## src/rtl/periph_mmio_multi_pkg.sv

```systemverilog
// Shared register map, bit positions and helpers for the MMIO peripheral block.
package periph_mmio_multi_pkg;

    localparam logic [31:0] OFF_LED        = 32'h00;
    localparam logic [31:0] OFF_SWITCH     = 32'h04;
    localparam logic [31:0] OFF_DIGI       = 32'h08;
    localparam logic [31:0] OFF_IRQ_STATUS = 32'h0C;
    localparam logic [31:0] OFF_IRQ_MASK   = 32'h10;
    localparam logic [31:0] OFF_TXDATA     = 32'h14;
    localparam logic [31:0] OFF_RXDATA     = 32'h18;
    localparam logic [31:0] OFF_UART_STAT  = 32'h1C;
    localparam logic [31:0] OFF_TIMER0     = 32'h20;

    localparam int TCON_EN       = 0;
    localparam int TCON_IE       = 1;
    localparam int STAT_TX_OVF   = 10;
    localparam int STAT_RX_OVF   = 11;

    // Register slot within one 16-byte timer window
    typedef enum logic [1:0] {
        TREG_TH   = 2'd0,
        TREG_TL   = 2'd1,
        TREG_TCON = 2'd2,
        TREG_NONE = 2'd3
    } treg_e;

    function automatic logic [3:0] sat_cnt4(input logic [31:0] cnt);
        return (cnt > 32'd15) ? 4'hF : cnt[3:0];
    endfunction

endpackage

```

## src/rtl/periph_mmio_multi_sync_fifo.sv

```systemverilog
// Byte-wide synchronous FIFO; a push into a full FIFO is accepted when a pop happens in the same cycle.
module periph_mmio_multi_sync_fifo #(
    parameter int DEPTH = 8,
    localparam int AW = $clog2(DEPTH)
) (
    input  logic          clk,
    input  logic          reset,
    input  logic          push,
    input  logic [7:0]    push_data,
    input  logic          pop,
    output logic [7:0]    head,
    output logic          full,
    output logic          empty,
    output logic [AW:0]   count
);

    logic [7:0]    mem [DEPTH];
    logic [AW-1:0] wr_ptr;
    logic [AW-1:0] rd_ptr;
    logic          push_ok;
    logic          pop_ok;

    assign empty   = (count == '0);
    assign full    = (count == (AW+1)'(DEPTH));
    assign pop_ok  = pop && !empty;
    assign push_ok = push && (!full || pop_ok);
    assign head    = mem[rd_ptr];

    always_ff @(posedge clk or negedge reset) begin
        if (!reset) begin
            wr_ptr <= '0;
            rd_ptr <= '0;
            count  <= '0;
        end else begin
            if (push_ok) wr_ptr <= wr_ptr + 1'b1;
            if (pop_ok)  rd_ptr <= rd_ptr + 1'b1;
            case ({push_ok, pop_ok})
                2'b10:   count <= count + 1'b1;
                2'b01:   count <= count - 1'b1;
                default: count <= count;
            endcase
        end
    end

    always_ff @(posedge clk) begin
        if (push_ok) mem[wr_ptr] <= push_data;
    end

endmodule

```

## src/rtl/periph_mmio_multi.sv

```systemverilog
// Memory-mapped peripheral slave: LED/switch/7-seg, reload timers, maskable IRQs, FIFO-buffered UART.
module periph_mmio_multi
    import periph_mmio_multi_pkg::*;
#(
    parameter logic [31:0] BASE       = 32'h4000_0000,
    parameter int          NUM_TIMERS = 2,
    parameter int          LED_W      = 8,
    parameter int          SW_W       = 8,
    parameter int          DIGI_W     = 12,
    parameter int          FIFO_DEPTH = 8
) (
    input  logic              clk,
    input  logic              reset,
    input  logic              rd,
    input  logic              wr,
    input  logic [31:0]       addr,
    input  logic [31:0]       wdata,
    output logic [31:0]       rdata,
    output logic [LED_W-1:0]  led,
    input  logic [SW_W-1:0]   switch,
    output logic [DIGI_W-1:0] digi,
    output logic              irqout,
    input  logic              rx_valid,
    input  logic [7:0]        rx_data,
    input  logic              tx_ready,
    output logic              tx_start,
    output logic [7:0]        tx_data
);

    localparam int CW = $clog2(FIFO_DEPTH) + 1;

    logic [31:0] off;
    logic [31:0] tmr_rel;
    logic        tmr_hit;
    treg_e       tmr_reg;
    logic [NUM_TIMERS-1:0] tmr_sel;

    logic [NUM_TIMERS:0]   irq_mask;
    logic [NUM_TIMERS:0]   irq_status;
    logic [NUM_TIMERS-1:0] tflag, ten, tie, tmr_wrap;
    logic [NUM_TIMERS-1:0][31:0] th, tl;
    logic tx_ovf, rx_ovf;

    logic [7:0]    tx_head, rx_head;
    logic          tx_full, tx_empty, rx_full, rx_empty;
    logic [CW-1:0] tx_cnt, rx_cnt;
    logic          tx_push_req, tx_bypass, tx_fifo_push, tx_fifo_pop, tx_fire;
    logic          rx_pop;
    logic [31:0]   uart_stat;

    assign off     = addr - BASE;
    assign tmr_rel = off - OFF_TIMER0;
    assign tmr_hit = (off >= OFF_TIMER0) && (tmr_rel < 32'(16 * NUM_TIMERS)) && (tmr_rel[1:0] == 2'b00);
    assign tmr_reg = treg_e'(tmr_rel[3:2]);

    always_comb begin
        for (int i = 0; i < NUM_TIMERS; i++) begin
            tmr_sel[i]  = tmr_hit && (tmr_rel[6:4] == 3'(i));
            tmr_wrap[i] = ten[i] && (tl[i] == 32'hFFFF_FFFF);
        end
    end

    assign irq_status = {!rx_empty, tflag};
    assign irqout     = |(irq_status & irq_mask);

    always_ff @(posedge clk or negedge reset) begin
        if (!reset) begin
            led      <= '0;
            digi     <= '0;
            irq_mask <= '0;
            tflag    <= '0;
            ten      <= '0;
            tie      <= '0;
            th       <= '0;
            tl       <= '0;
            tx_ovf   <= 1'b0;
            rx_ovf   <= 1'b0;
        end else begin
            if (wr && off == OFF_LED)      led      <= wdata[LED_W-1:0];
            if (wr && off == OFF_DIGI)     digi     <= wdata[DIGI_W-1:0];
            if (wr && off == OFF_IRQ_MASK) irq_mask <= wdata[NUM_TIMERS:0];
            // A wrap in the same cycle as a W1C keeps its flag set
            tflag <= (tflag & ~((wr && off == OFF_IRQ_STATUS) ? wdata[NUM_TIMERS-1:0] : '0))
                   | (tmr_wrap & tie);
            for (int i = 0; i < NUM_TIMERS; i++) begin
                if (wr && tmr_sel[i] && tmr_reg == TREG_TH) th[i] <= wdata;
                if (wr && tmr_sel[i] && tmr_reg == TREG_TL) tl[i] <= wdata;
                else if (tmr_wrap[i])                       tl[i] <= th[i];
                else if (ten[i])                            tl[i] <= tl[i] + 32'd1;
                if (wr && tmr_sel[i] && tmr_reg == TREG_TCON) begin
                    ten[i] <= wdata[TCON_EN];
                    tie[i] <= wdata[TCON_IE];
                end
            end
            tx_ovf <= (tx_ovf && !(wr && off == OFF_UART_STAT && wdata[STAT_TX_OVF]))
                    || (tx_push_req && tx_full && !tx_fifo_pop);
            rx_ovf <= (rx_ovf && !(wr && off == OFF_UART_STAT && wdata[STAT_RX_OVF]))
                    || (rx_valid && rx_full && !rx_pop);
        end
    end

    // A byte written into an empty FIFO with the transmitter idle skips the FIFO
    assign tx_push_req  = wr && (off == OFF_TXDATA);
    assign tx_fifo_pop  = !tx_empty && tx_ready && !tx_start;
    assign tx_bypass    = tx_push_req && tx_empty && tx_ready && !tx_start;
    assign tx_fifo_push = tx_push_req && !tx_bypass;
    assign tx_fire      = tx_fifo_pop || tx_bypass;

    always_ff @(posedge clk or negedge reset) begin
        if (!reset) begin
            tx_start <= 1'b0;
            tx_data  <= '0;
        end else begin
            tx_start <= tx_fire;
            if (tx_fire) tx_data <= tx_empty ? wdata[7:0] : tx_head;
        end
    end

    assign rx_pop = rd && (off == OFF_RXDATA) && !rx_empty;

    periph_mmio_multi_sync_fifo #(.DEPTH(FIFO_DEPTH)) u_tx_fifo (
        .clk       (clk),
        .reset     (reset),
        .push      (tx_fifo_push),
        .push_data (wdata[7:0]),
        .pop       (tx_fifo_pop),
        .head      (tx_head),
        .full      (tx_full),
        .empty     (tx_empty),
        .count     (tx_cnt)
    );

    periph_mmio_multi_sync_fifo #(.DEPTH(FIFO_DEPTH)) u_rx_fifo (
        .clk       (clk),
        .reset     (reset),
        .push      (rx_valid),
        .push_data (rx_data),
        .pop       (rx_pop),
        .head      (rx_head),
        .full      (rx_full),
        .empty     (rx_empty),
        .count     (rx_cnt)
    );

    assign uart_stat = 32'({rx_ovf, tx_ovf, rx_empty, tx_full,
                            sat_cnt4(32'(rx_cnt)), sat_cnt4(32'(tx_cnt))});

    always_comb begin
        rdata = '0;
        if (rd) begin
            case (off)
                OFF_LED:        rdata = 32'(led);
                OFF_SWITCH:     rdata = 32'(switch);
                OFF_DIGI:       rdata = 32'(digi);
                OFF_IRQ_STATUS: rdata = 32'(irq_status);
                OFF_IRQ_MASK:   rdata = 32'(irq_mask);
                OFF_RXDATA:     rdata = rx_empty ? 32'd0 : 32'(rx_head);
                OFF_UART_STAT:  rdata = uart_stat;
                default:        ;
            endcase
            for (int i = 0; i < NUM_TIMERS; i++) begin
                if (tmr_sel[i]) begin
                    case (tmr_reg)
                        TREG_TH:   rdata = th[i];
                        TREG_TL:   rdata = tl[i];
                        TREG_TCON: rdata = {30'b0, tie[i], ten[i]};
                        default:   ;
                    endcase
                end
            end
        end
    end

endmodule

```

## config.mk

```make
export PLATFORM = sky130hd
export DESIGN_NAME = periph_mmio_multi
export DESIGN_NICKNAME = d
export VERILOG_FILES = /design/src/rtl/periph_mmio_multi_pkg.sv /design/src/rtl/periph_mmio_multi_sync_fifo.sv /design/src/rtl/periph_mmio_multi.sv
export SDC_FILE = /design/constraint.sdc
export NUM_CORES = 1
export LEC_CHECK = 0
export CAP_MARGIN = 10
export CORE_MARGIN = 2
export CORE_UTILIZATION = 50
export DETAILED_ROUTE_END_ITERATION = 10
export GPL_TIMING_DRIVEN = 0
export PLACE_DENSITY = 0.82
export REMOVE_ABC_BUFFERS = 1
export SLEW_MARGIN = 20
export SYNTH_ARGS = -nofsm -noshare
export SYNTH_HDL_FRONTEND = slang
export SYNTH_SLANG_ARGS = --single-unit
```

## constraint.sdc

```tcl
create_clock -name clk -period 4.7 [get_ports clk]
set_input_delay 0.94 -clock clk [delete_from_list [all_inputs] [get_ports clk]]
set_output_delay 0.94 -clock clk [all_outputs]
set_load 0.02 [all_outputs]
```

==> key figures <==
Synthesis
  – Area share of and/or/nand/nor cells after synthesis: 0.111
  – Complex-gate fraction of the synthesized area: 0.103
  – Adder-Cell Fraction of Synth Area: 0.0144
  – Library cells used by synthesis: 73
  – Seq/Total Area, Yosys: 0.511
  – Synth Area in XOR/XNOR: 0.0131
  – Top FF cell, synth: dfrtp_1
  – Largest family of logic cells by synthesized area: multiplexers
  – Cell area after synthesis: 16700 µm²
  – Async set or reset register ratio after synthesis: 0.595
  – Post-Syn Instances: 1405
  – Synthesis Warnings: 0
  – Avg Cell Area, Syn: 11.9 µm²
  – Post-synth EDFFs: 128
  – Synthesized flop and latch total: 316
  – Post-synthesis mux area share: 0.216

Clock tree
  – H-tree depth: 2
  – Clock Sinks: 316
  – Clock transition at the registers of the reported paths: 0.06 ns
  – Max Buffers Root-to-Sink: 3
  – CTS tree: done
  – Clock Latency Late Sink: 0.52 ns
  – Cts bufs inserted: 35
  – Root Buffer: clkbuf_16

Die
  – CORE AREA: 32700 µm²
  – Die W: 187 µm
  – Rows: 66
  – Chip height: 187 µm
  – Starting Density: 0.511
  – I/O pins: 148
  – Die area: 34900 µm²

Worst setup path
  – Reg-to-reg startpoint: tl[32]
  – Reg2Reg Depth: 8
  – CP max FO: 7
  – Crit path kind: input pin to output port
  – Crit path to: rdata[3]
  – Crit start category: input pin
  – CP required: 3.76 ns
  – Reg2Reg Setup Slack: 0.62 ns
  – Critical Path Start: addr[7]
  – Arrival time worst endpoint: 3.93 ns
  – R2r endpoint: tl[47]
  – Worst Setup End Kind: output port

Power and ir drop
  – Internal power: 0.00515 W
  – P_sw: 0.00195 W
  – Comb pwr share: 0.157
  – Max rail drop VDD: 0.000309 V
  – Leak Pwr: 8.48 nW
  – Register share of total power: 0.466
  – Sw frac: 0.274
  – Clk pwr share: 0.377
  – PwrDens: 340 nW/µm²

Final layout
  – # nets final: 1679
  – Layout cell share with drive strength beyond 1: 0.296
  – Commonest non-fill, non-tap cells in the layout: dfrtp_1 (184), mux2_2 (169), edfxtp_1 (128)
  – Design Area, Final: 20900 µm²
  – Most common cell after layout, fill and taps aside: dfrtp_1
  – Final std cells w/o fill: 2043
  – Area delta synth->final: 24.8%

Route
  – DR iter-0 viols: 1647
  – Final antenna-violating net count: 0
  – DRC errors left: 0
  – Routed via count: 13483
  – Pre-Repair DR Iteration Count: 6
  – Routed vias/inst: 6.60
  – Routed wire length: 49.9 mm
  – Drt wl/cell: 24.4 µm

Timing
  – Fmax: 0.205 GHz
  – Setup WS post-layout: -0.168 ns
  – Max Clock Skew: 0.0146 ns
  – Unrepaired setup endpoints after global routing: true
  – Hold slack: 0.331 ns
  – Slew margin rel.: 0.0455
  – Period utilization: 1.04
  – Total negative slack: -2.53 ns
  – # setup viols final: 31
  – Final hold vios: 0
  – Min Tclk post-route: 4.87 ns
  – Worst Max-Slew Pin Slew: 1.43 ns
  – Final Max Slew Viols: 0

Global routing
  – Pin count of the biggest net entering global routing: 79
  – GRT Residual Overflow: 0
  – Via count of the first global-routing pass: 13419
  – Initial antenna violation count: 1
  – GRT Total Usage: 0.272
  – First-pass GRT wire length: 75.0 mm

Placement
  – Port Buffers: 147
  – DP HPWL: 30.3 mm
  – GP Congestion: 0.937
  – DP Area: 18700 µm²
  – Pre-CTS setup slack: -2.83 ns
  – DP Cell Count: 1922

Job
  – Max-cap violations: 0

Outcome
  – Violated checks: setup timing
  – Status: finished, violations left

Worst hold path
  – Hold Path Class: input pin to asynchronous set/reset pin
==> through the flow <==
step | utilization | total power [W]
6_report | 0.638 | 0.00710
5_1_grt | 0.638 | 0.00735
4_1_cts | 0.627 | 0.00709
3_5_place_dp | 0.571 | 0.00441
3_3_place_gp | 0.562 | 0.00431
2_1_floorplan | - | 0.00389
==> power groups by stage <==
stage                     Sequential (W)  Combinational [W]  Clock (W)
after floorplan                  0.00332           0.000574          0
after global placement           0.00333           0.000980          0
after detailed placement         0.00335            0.00105          0
after CTS                        0.00330            0.00109    0.00270
after global routing             0.00334            0.00120    0.00281
final                            0.00331            0.00111    0.00268
==> registers in the layout, indices dropped and copies added (netlist names), 4 cells and up <==
signal and count:
led 8, u_tx_fifo.mem 64, u_rx_fifo.mem 64, digi 12, u_rx_fifo.count 4, tx_data 8, tl 64, th 64
u_tx_fifo.count 4
==> cell type report <==
type                    count  area [µm²]
fillers                  2338       11800
diodes                      1        2.50
multi-input cells         970        8340
well taps                 442         553
clock buffers              41         940
repair buffers            214        2140
inverters                  38         155
clock inverters            21         184
flip-flops and latches    316        8550
==> critical path: stages <==
cell	delay, ns
buf_12	0.10
nor4_4	0.33
buf_4	0.18
buf_4	0.10
buf_4	0.15
and4_4	0.28
a21oi_1	0.13
a2111oi_4	0.39
nor3b_4	0.30
buf_4	0.16
buf_12	0.13
buf_8	0.13
nand2_8	0.06
a311oi_2	0.29
buf_4	0.23
==> metal layers <==
layer  up-vias  global-route usage  routed length (µm)
li1       5745                   -                   -
met1      6618               0.347               18500
met2       879               0.441               23800
met3       241              0.0454                4410
met4         0               0.156                3190
met5         -                   0                   0
==> worst min path at each step <==
stage,from,endpoint,cells past startpoint,slack (ns)
after detailed placement,tx_data[3],tx_data[3],2,0.47
after global routing,reset,tx_data[1],1,0.36
after global placement,tx_data[3],tx_data[3],2,0.46
after CTS,reset,tx_data[1],1,0.34
after floorplan,tx_ovf,tx_ovf,2,0.45
final,reset,tx_data[1],1,0.33
==> cell families (layout without fill, tap and decap cells) <==
logic type               count (synthesis)  after routing
AO/OA/AOI/OAI                          274            274
XOR/XNOR                                25             25
adder cells (fa/ha/maj)                 18             18
buffers and inverters                  124            314
flip-flops                             316            316
multiplexers                           295            295
other                                    0              1
AND/OR/NAND/NOR                        353            358
==> synth_stat cells (all sizes together) (17+ instances only) <==
| cell | number | area share |
|---|---|---|
| buf | 24 | 0.0079 |
| inv | 38 | 0.0085 |
| mux4 | 34 | 0.046 |
| nand4 | 32 | 0.012 |
| nor2 | 73 | 0.016 |
| clkbuf | 62 | 0.014 |
| mux2 | 187 | 0.13 |
| o22ai | 34 | 0.013 |
| o21ai | 58 | 0.017 |
| mux2i | 74 | 0.044 |
| xnor2 | 17 | 0.0089 |
| nand3 | 54 | 0.017 |
| dfrtp | 188 | 0.28 |
| edfxtp | 128 | 0.23 |
| nor3 | 25 | 0.0075 |
| a31oi | 17 | 0.0064 |
| nand2 | 76 | 0.017 |
| a21oi | 87 | 0.026 |
==> what timing repair did <==
action,4_1_cts,5_1_grt
hold buffers,0,0
hold endpoints to repair,0,0
endpoints found under the setup margin,174,68
gates resized for setup,283,102
cloned,6,2
setup buffers,34,16
pin swaps,25,25
No activity file was read; power rests on OpenSTA's default activity.
